File: config.mk
export PLATFORM = sky130hd
export DESIGN_NAME = int_issue_queue
export DESIGN_NICKNAME = d
export VERILOG_FILES = /design/src/rtl/int_issue_queue.sv
export SDC_FILE = /design/constraint.sdc
export NUM_CORES = 1
export LEC_CHECK = 0
export BUFFER_PORTS_ARGS = -buffer_cell sky130_fd_sc_hd__buf_4
export CELL_PAD_IN_SITES_DETAIL_PLACEMENT = 1
export CELL_PAD_IN_SITES_GLOBAL_PLACEMENT = 2
export CORE_ASPECT_RATIO = 1.75
export CORE_UTILIZATION = 40
export CTS_BUF_LIST = sky130_fd_sc_hd__clkbuf_8
export DETAILED_ROUTE_END_ITERATION = 10
export GPL_TIMING_DRIVEN = 0
export PLACE_DENSITY = 0.83
export SLEW_MARGIN = 30
export SYNTH_ARGS = -nofsm -noshare
export SYNTH_HDL_FRONTEND = slang
export SYNTH_SLANG_ARGS = --single-unit
export TNS_END_PERCENT = 30
File: constraint.sdc
create_clock -name clk -period 8.7 [get_ports clk]
set_clock_uncertainty 0.1 [all_clocks]
set_input_delay 0.435 -clock clk [delete_from_list [all_inputs] [get_ports clk]]
set_output_delay 0.435 -clock clk [all_outputs]
set_load 0.03 [all_outputs]
File: src/rtl/int_issue_queue.sv
// Age-ordered shifting issue queue for integer ALU instructions.
// Index 0 is the oldest entry; CDB broadcasts wake pending operands.
module int_issue_queue #(
    parameter int DEPTH = 4,
    parameter int TAGW  = 6
) (
    input  logic            clk,
    input  logic            reset,
    input  logic            flush,
    input  logic            dispatch_en,
    input  logic [3:0]      dispatch_opcode,
    input  logic [31:0]     dispatch_rsdata,
    input  logic [31:0]     dispatch_rtdata,
    input  logic            dispatch_rsvalid,
    input  logic            dispatch_rtvalid,
    input  logic [TAGW-1:0] dispatch_rstag,
    input  logic [TAGW-1:0] dispatch_rttag,
    input  logic [TAGW-1:0] dispatch_rdtag,
    output logic            queue_full,
    input  logic            cdb_valid,
    input  logic [TAGW-1:0] cdb_tag,
    input  logic [31:0]     cdb_data,
    output logic            ready_int,
    output logic [3:0]      opcode,
    output logic [31:0]     rsdata,
    output logic [31:0]     rtdata,
    output logic [TAGW-1:0] rdtag,
    input  logic            issue_int
);

    localparam int CW = $clog2(DEPTH + 1);
    localparam int SW = (DEPTH > 1) ? $clog2(DEPTH) : 1;

    typedef struct packed {
        logic            valid;
        logic [3:0]      op;
        logic            rsv;
        logic [TAGW-1:0] rst;
        logic [31:0]     rsd;
        logic            rtv;
        logic [TAGW-1:0] rtt;
        logic [31:0]     rtd;
        logic [TAGW-1:0] rd;
    } entry_t;

    entry_t          r_q [DEPTH];
    logic [CW-1:0]   r_count;

    logic [DEPTH-1:0] w_ready;
    logic             w_any;
    logic [SW-1:0]    w_sel;
    logic             w_issue;
    logic             w_disp;
    logic [CW-1:0]    w_widx;
    entry_t           w_new;
    entry_t           w_woke [DEPTH+1];
    entry_t           w_nxt  [DEPTH];

    // Selection looks only at registered state, so a wakeup is visible one cycle later.
    always_comb begin
        // NOTE: every always_comb output gets a default first so no path can infer a latch.
        w_ready = '0;
        w_sel   = '0;
        for (int i = 0; i < DEPTH; i++)
            w_ready[i] = r_q[i].valid & r_q[i].rsv & r_q[i].rtv;
        for (int i = DEPTH - 1; i >= 0; i--)
            if (w_ready[i]) w_sel = SW'(i);
        w_any = |w_ready;
    end

    assign ready_int  = w_any;
    assign opcode     = w_any ? r_q[w_sel].op  : '0;
    assign rsdata     = w_any ? r_q[w_sel].rsd : '0;
    assign rtdata     = w_any ? r_q[w_sel].rtd : '0;
    assign rdtag      = w_any ? r_q[w_sel].rd  : '0;
    assign queue_full = (r_count == CW'(DEPTH));

    assign w_issue = issue_int & w_any;
    assign w_disp  = dispatch_en & ~queue_full & ~flush;
    assign w_widx  = r_count - CW'(w_issue);

    always_comb begin
        w_new       = '0;
        w_new.valid = 1'b1;
        w_new.op    = dispatch_opcode;
        w_new.rst   = dispatch_rstag;
        w_new.rtt   = dispatch_rttag;
        w_new.rd    = dispatch_rdtag;
        w_new.rsv   = dispatch_rsvalid | (cdb_valid && dispatch_rstag == cdb_tag);
        w_new.rsd   = dispatch_rsvalid ? dispatch_rsdata : cdb_data;
        w_new.rtv   = dispatch_rtvalid | (cdb_valid && dispatch_rttag == cdb_tag);
        w_new.rtd   = dispatch_rtvalid ? dispatch_rtdata : cdb_data;

        for (int i = 0; i < DEPTH; i++) begin
            w_woke[i] = r_q[i];
            if (cdb_valid && !r_q[i].rsv && r_q[i].rst == cdb_tag) begin
                w_woke[i].rsv = 1'b1;
                w_woke[i].rsd = cdb_data;
            end
            if (cdb_valid && !r_q[i].rtv && r_q[i].rtt == cdb_tag) begin
                w_woke[i].rtv = 1'b1;
                w_woke[i].rtd = cdb_data;
            end
        end
        w_woke[DEPTH] = '0;

        // Entries at or above the issued slot move down one; the new entry lands at the tail.
        for (int i = 0; i < DEPTH; i++) begin
            w_nxt[i] = (w_issue && i >= int'(w_sel)) ? w_woke[i+1] : w_woke[i];
            if (w_disp && w_widx == CW'(i))
                w_nxt[i] = w_new;
            if (flush)
                w_nxt[i].valid = 1'b0;
        end
    end

    always_ff @(posedge clk) begin
        if (reset) begin
            // NOTE: only valid bits are reset; payload fields are don't-care while invalid.
            for (int i = 0; i < DEPTH; i++)
                r_q[i].valid <= 1'b0;
            r_count <= '0;
        end else begin
            // NOTE: non-blocking assignments keep every register update on the same edge.
            r_q <= w_nxt;
            if (flush)
                r_count <= '0;
            else
                r_count <= r_count + CW'(w_disp) - CW'(w_issue);
        end
    end

endmodule

==> results of run 1 <==
[path summary, 6_finish.rpt]
| path | endpoint | start | cells after the start |
|---|---|---|---|
| worst min register to register | r_q[88] | r_q[88] | 2 |
| worst max register to register | r_q[320] | r_q[83] | 12 |
| worst min-delay path | r_q[32] | dispatch_rtdata[26] | 3 |
| worst max-delay path | r_q[320] | r_q[83] | 12 |
[cell families (layout without fill, tap and decap cells)]
logic type | after synthesis | after routing
mux | 334 | 334
flops | 359 | 359
fa+ha+maj | 4 | 4
buf+inv | 305 | 647
other cells | 0 | 3
xor+xnor | 64 | 64
simple gates | 502 | 502
compound gates | 770 | 770
[power groups by stage]
| stage | clock [mW] | combinational (mW) | sequential (mW) |
|---|---|---|---|
| 2_1_floorplan | 0 | 0.323 | 2.08 |
| 5_1_grt | 1.55 | 0.605 | 2.07 |
| 4_1_cts | 1.50 | 0.567 | 2.06 |
| 6_report | 1.50 | 0.581 | 2.07 |
| 3_5_place_dp | 0 | 0.557 | 2.10 |
| 3_3_place_gp | 0 | 0.528 | 2.11 |
[area by class of cell]
cell class	instances	share of cell area, %
timing repair buffer	230	6.89
antenna	3	0.0268
multi-input combinational	1674	42.7
buffer	290	4.62
sequential	359	38.2
tap	780	3.48
inverter	15	0.228
clock buffer	61	3.00
clock inverter	51	0.862
[critical path, stage by stage (launching register included)]
cell and delay, ns:
edfxtp_1 0.51, nand3_1 0.29, a41o_1 0.32, buf_6 0.19
nor2_1 0.06, ha_1 0.19, or2_2 0.29, a211oi_2 0.71
clkbuf_1 0.82, nand2_1 0.48, a31oi_4 0.73, buf_16 0.25
buf_16 0.19
[sequential cells by signal, summed over array words and instances (netlist names)]
name     flops
r_count      3
r_q        356
[through the flow]
| stage | cells | instance area (µm²) | total power [mW] | util (%) | setup TNS, ns |
|---|---|---|---|---|---|
| after floorplan | 2338 | 23900 | 2.40 | - | 0 |
| after global placement | 3316 | 26400 | 2.64 | 44.6 | -272.82 |
| after detailed placement | 3326 | 26700 | 2.66 | 45.1 | 0 |
| after CTS | 3460 | 28000 | 4.13 | 47.3 | 0 |
| after global routing | 3461 | 28000 | 4.22 | 47.3 | 0 |
| final | 3463 | 28000 | 4.14 | 47.3 | 0 |
[metal layers]
metal  part of all wire (%)  wire (µm)  track usage [%]  vias up
li1                       -          -                -     9754
met1                     35      40400             39.5    11600
met2                     50      58600             65.8     1412
met3                    6.4       7490             5.75      476
met4                    8.4       9750             29.2        6
met5                  0.039         45                0        -
[cell usage in the layout (no fill, tap or decap), types with 4 or more instances in the layout]
cell type / synthesis / routed
edfxtp_1: 352 / 352
mux2i_1: 270 / 270
nand3_1: 268 / 268
buf_4: 15 / 213
clkbuf_1: 190 / 185
a211oi_1: 149 / 149
a21oi_1: 136 / 132
o22ai_1: 131 / 131
o21ai_0: 121 / 121
o31ai_1: 92 / 92
nand2_1: 80 / 80
nor2b_1: 78 / 78
buf_2: 72 / 72
o32ai_1: 65 / 65
mux2_2: 64 / 64
clkbuf_8: 0 / 61
o31ai_2: 38 / 38
xor2_1: 33 / 33
inv_1: 15 / 31
xnor2_1: 30 / 30
and3_1: 27 / 27
dlygate4sd3_1: 0 / 22
clkinv_1: 0 / 18
o21ai_1: 15 / 15
nor2_1: 13 / 13
clkinv_2: 0 / 13
nor3_1: 10 / 9
buf_6: 7 / 7
dfxtp_1: 7 / 7
clkbuf_2: 1 / 6
buf_16: 0 / 6
buf_1: 5 / 5
nand4_1: 5 / 5
o211ai_1: 4 / 4
and2_1: 4 / 4
or3_1: 4 / 4
a21oi_4: 0 / 4
buf_8: 0 / 4
[timing repair]
item,in CTS,in global routing
gates resized for setup,0,0
endpoints found under the hold margin,85,0
hold buffers,22,0
==> metrics, run 1 <==
syn nets=2474; fraction of final layout cells sized beyond drive strength 1=19.1%; most frequent cell after synthesis=edfxtp_1; Setup Viol. Count Final=0; area of the multi-input gates=12000 µm²; sequential fraction of the synthesis area=44.7%; shortest period the worst path allows=5.45 ns; initial DRC count=2109; routed len/inst=33.6 µm; Top Ports=208; worst setup path class=flip-flop to flip-flop; Yosys cell types=52; crit path capture type=flip-flop; peak fanout along the critical path=13; Reg power frac=49.9%; Max Cap Violations=0; Worst Path Arrival=5.74 ns; Synth Flop Type=edfxtp_1; worst slack at placement=3.41 ns; CTS clk-pin slew, worst paths=0.07 ns; Reg area=10700 µm²; Slew Limit Fails=0; final worst slack=3.25 ns; clock share of power=36.1%; core area=59200 µm²; first-pass GRT wire length=166 mm; Routed Antenna Nets=0; relative slew slack=26.8%; CTS Buf Count=60; largest net degree at the start of global routing=81; cells after synthesis=2338; RSZ-0062 raised after global routing=false; status=completed; Layout Nets=2766; Peak VDD IR=0.108 mV; Layout fillers=6658; # port buffers=198; top cell type's share of synthesized area=44.2%; Worst Tran Pin Value=1.10 ns; leakage power=9.12 nW; maximum level of the CTS H-tree=2; Via Count=23200; CTS tree=done; hold slack=0.0670 ns; Pre-antenna DRT Iters=5; Adder-Cell Fraction of Synth Area=0.240%; Synth area leader=edfxtp_1; Compound-Gate Fraction of Synth Area=21.9%; grt ovf=0; Post-synth EDFFs=352; Post-Syn Area=23900 µm²; Warnings, synthesis=0; Post-Route WL=116 mm; xor and xnor fraction of the mapped netlist area=2.37%; number of global-route vias before repair=24600; Achievable Freq=183 MHz; Yosys reg bits=359; initial antenna violation count=4; Final Hold Fails=0; combinational share of power=14.0%; Net Sw Frac=30.0%; Cell Rows=118; Synth top cells by count=edfxtp_1, mux2i_1, nand3_1; top cells by area, synth=edfxtp_1, mux2i_1, nand3_1, a211oi_1, o22ai_1; main combinational cell family by area after synthesis=compound AO/OA/AOI/OAI gates; Crit path required time=8.99 ns; die width=187 µm; switching power=1.24 mW; DRC errors left=0; Clk Latency, worst-skew pair=0.71 ns; Die Ht=326 µm; setup slack, reg-to-reg=3.25 ns; GRT Util Overall=37.2%; PwrDens=148 nW/µm²; asr flop ratio synth=0%; clk sink count=359; Starting Density=40.4%; part of the cycle the worst path needs=62.7%; Cell Int Power=2.90 mW; die area=60900 µm²; CP Launch Type=flip-flop; synthesized area per cell=10.2 µm²; clk root buf=clkbuf_8; detailed placement HPWL=84.0 mm; Synth Area in Simple Gates=10.8%; setup bufs post-CTS=0; multiplexer share of the synthesized area=14.3%; HP Class=input pin to flip-flop; synth-to-layout area growth=17.1%; clk buf depth=3; RePlAce Congestion=0.930; routed vias/inst=6.71
Note: power is estimated with default switching activity, not from simulation.
==> run 2: changes to the inputs <==
Clock period 8.7 ns to 5.4 ns, I/O delays scaled along.
==> run 2 against run 1 <==
  * Sequential power up 61%
  * Die area unchanged
  * Combinational power up 72%
  * Sequential cell count unchanged
  * Final cell count up 2.4%
  * Critical path type unchanged
  * Largest cell class unchanged
  * Largest power group unchanged
==> metrics, run 2 (synthesis gave the netlist of run 1 again) <==
Largest regs=r_q (356), r_count (3); detailed placement HPWL=84.4 mm; number of global-route vias before repair=25600; shortest period the worst path allows=5.23 ns; CTS clk-pin slew, worst paths=0.07 ns; initial antenna violation count=3; die width=187 µm; synth-to-layout area growth=20.7%; part of the cycle the worst path needs=96.9%; Achievable Freq=191 MHz; CTS tree=done; max reg flops=356; Hold Path Depth=4; Worst Tran Pin Value=1.09 ns; Via Count=23800; CTS Buf Count=59; Slew Limit Fails=0; setup bufs post-CTS=0; RePlAce Congestion=0.920; status=completed; Clk Latency, worst-skew pair=0.72 ns; Finished Layout Cells=3545; crit path max-delay cell type=clkbuf_1; final worst slack=0.169 ns; largest net degree at the start of global routing=30; Routed Antenna Nets=0; Layout fillers=6583; Crit path required time=5.68 ns; PwrDens=232 nW/µm²; CP Launch Type=flip-flop; register with the most flip-flops=r_q; DRC errors left=0; hold buffer count at cts=100; Reg area=10700 µm²; die area=60900 µm²; slowest stage delay, CP=0.88 ns; first-pass GRT wire length=170 mm; leakage power=9.52 nW; routed vias/inst=6.72; Cell Rows=118; GRT Util Overall=38.0%; worst slack at placement=0.345 ns; Max Cap Violations=0; Starting Density=40.4%; clk root buf=clkbuf_8; maximum level of the CTS H-tree=2; routed len/inst=33.3 µm; clk sink count=359; worst setup path class=flip-flop to flip-flop; Post-Route WL=118 mm; RSZ-0062 raised after global routing=false; clk buf depth=3; initial DRC count=2162; critical path depth in cells=11; Top Ports=208; Worst Path Arrival=5.52 ns; Final Hold Fails=0; grt ovf=0; # placed instances=3332; crit-path cells=nand3_1, a41o_1, buf_6, nor2_1, ha_1, or2_2, a211oi_2, clkbuf_1, nand2_1, a31oi_4, buf_8; Buf+Inv Stages, Crit Path=3; area of the multi-input gates=12000 µm²; Die Ht=326 µm; commonest cells after routing, fill and taps aside=edfxtp_1, mux2i_1, nand3_1; Final Core Density=48.8%; leading cell type in the layout, fill and taps excluded=edfxtp_1; Pre-antenna DRT Iters=6; HP Class=input pin to flip-flop; # port buffers=198; hold slack=0.0204 ns; CP delay by family, top=compound AO/OA/AOI/OAI gates; crit path capture type=flip-flop; Peak VDD IR=0.191 mV; Layout Nets=2849; Setup Viol. Count Final=0; peak fanout along the critical path=13; CTS resizes=0; setup slack, reg-to-reg=0.17 ns; relative slew slack=27.3%; core area=59200 µm²; fraction of final layout cells sized beyond drive strength 1=18.5%; R2R cell count=11
==> run 2: path summary, 6_finish.rpt <==
check,startpoint,endpoint
max,r_q[83],r_q[324]
min,cdb_data[7],r_q[319]
max reg2reg,r_q[83],r_q[324]
min reg2reg,r_q[88],r_q[88]
==> run 2: area by class of cell <==
type / count / area share [%]
Antenna cell: 2 / 0.0173
Buffer: 290 / 4.49
Clock buffer: 60 / 2.86
Clock inverter: 51 / 0.810
Inverter: 15 / 0.208
Multi-Input combinational cell: 1674 / 41.4
Sequential cell: 359 / 37.1
Tap cell: 780 / 3.38
Timing Repair Buffer: 314 / 9.78
==> run 2: tightest hold or removal path: stages <==
cell     delay, ns
buf_4         0.10
mux2_2        0.17
nand3_1       0.08
o21ai_0       0.07
==> run 2: metal layers <==
metal | GRT usage [%] | wire, µm
met5 | 0 | 11
met4 | 30.5 | 10500
met3 | 7.62 | 8880
met2 | 66.5 | 58800
met1 | 39.4 | 40000
==> run 2: where the power goes <==
group / switching [mW] / internal [mW]
clock: 1.29 / 1.08
combinational: 0.608 / 0.389
sequential: 0.105 / 3.23
total: 2.00 / 4.69
==> run 2: metrics by stage <==
stage | area [µm²] | TNS (ns) | power [mW]
6_report | 28900 | 0 | 6.69
5_1_grt | 28900 | 0 | 6.82
4_1_cts | 28900 | 0 | 6.65
3_5_place_dp | 26800 | 0 | 4.29
3_3_place_gp | 26400 | -493.80 | 4.24
2_1_floorplan | 23900 | 0 | 3.87
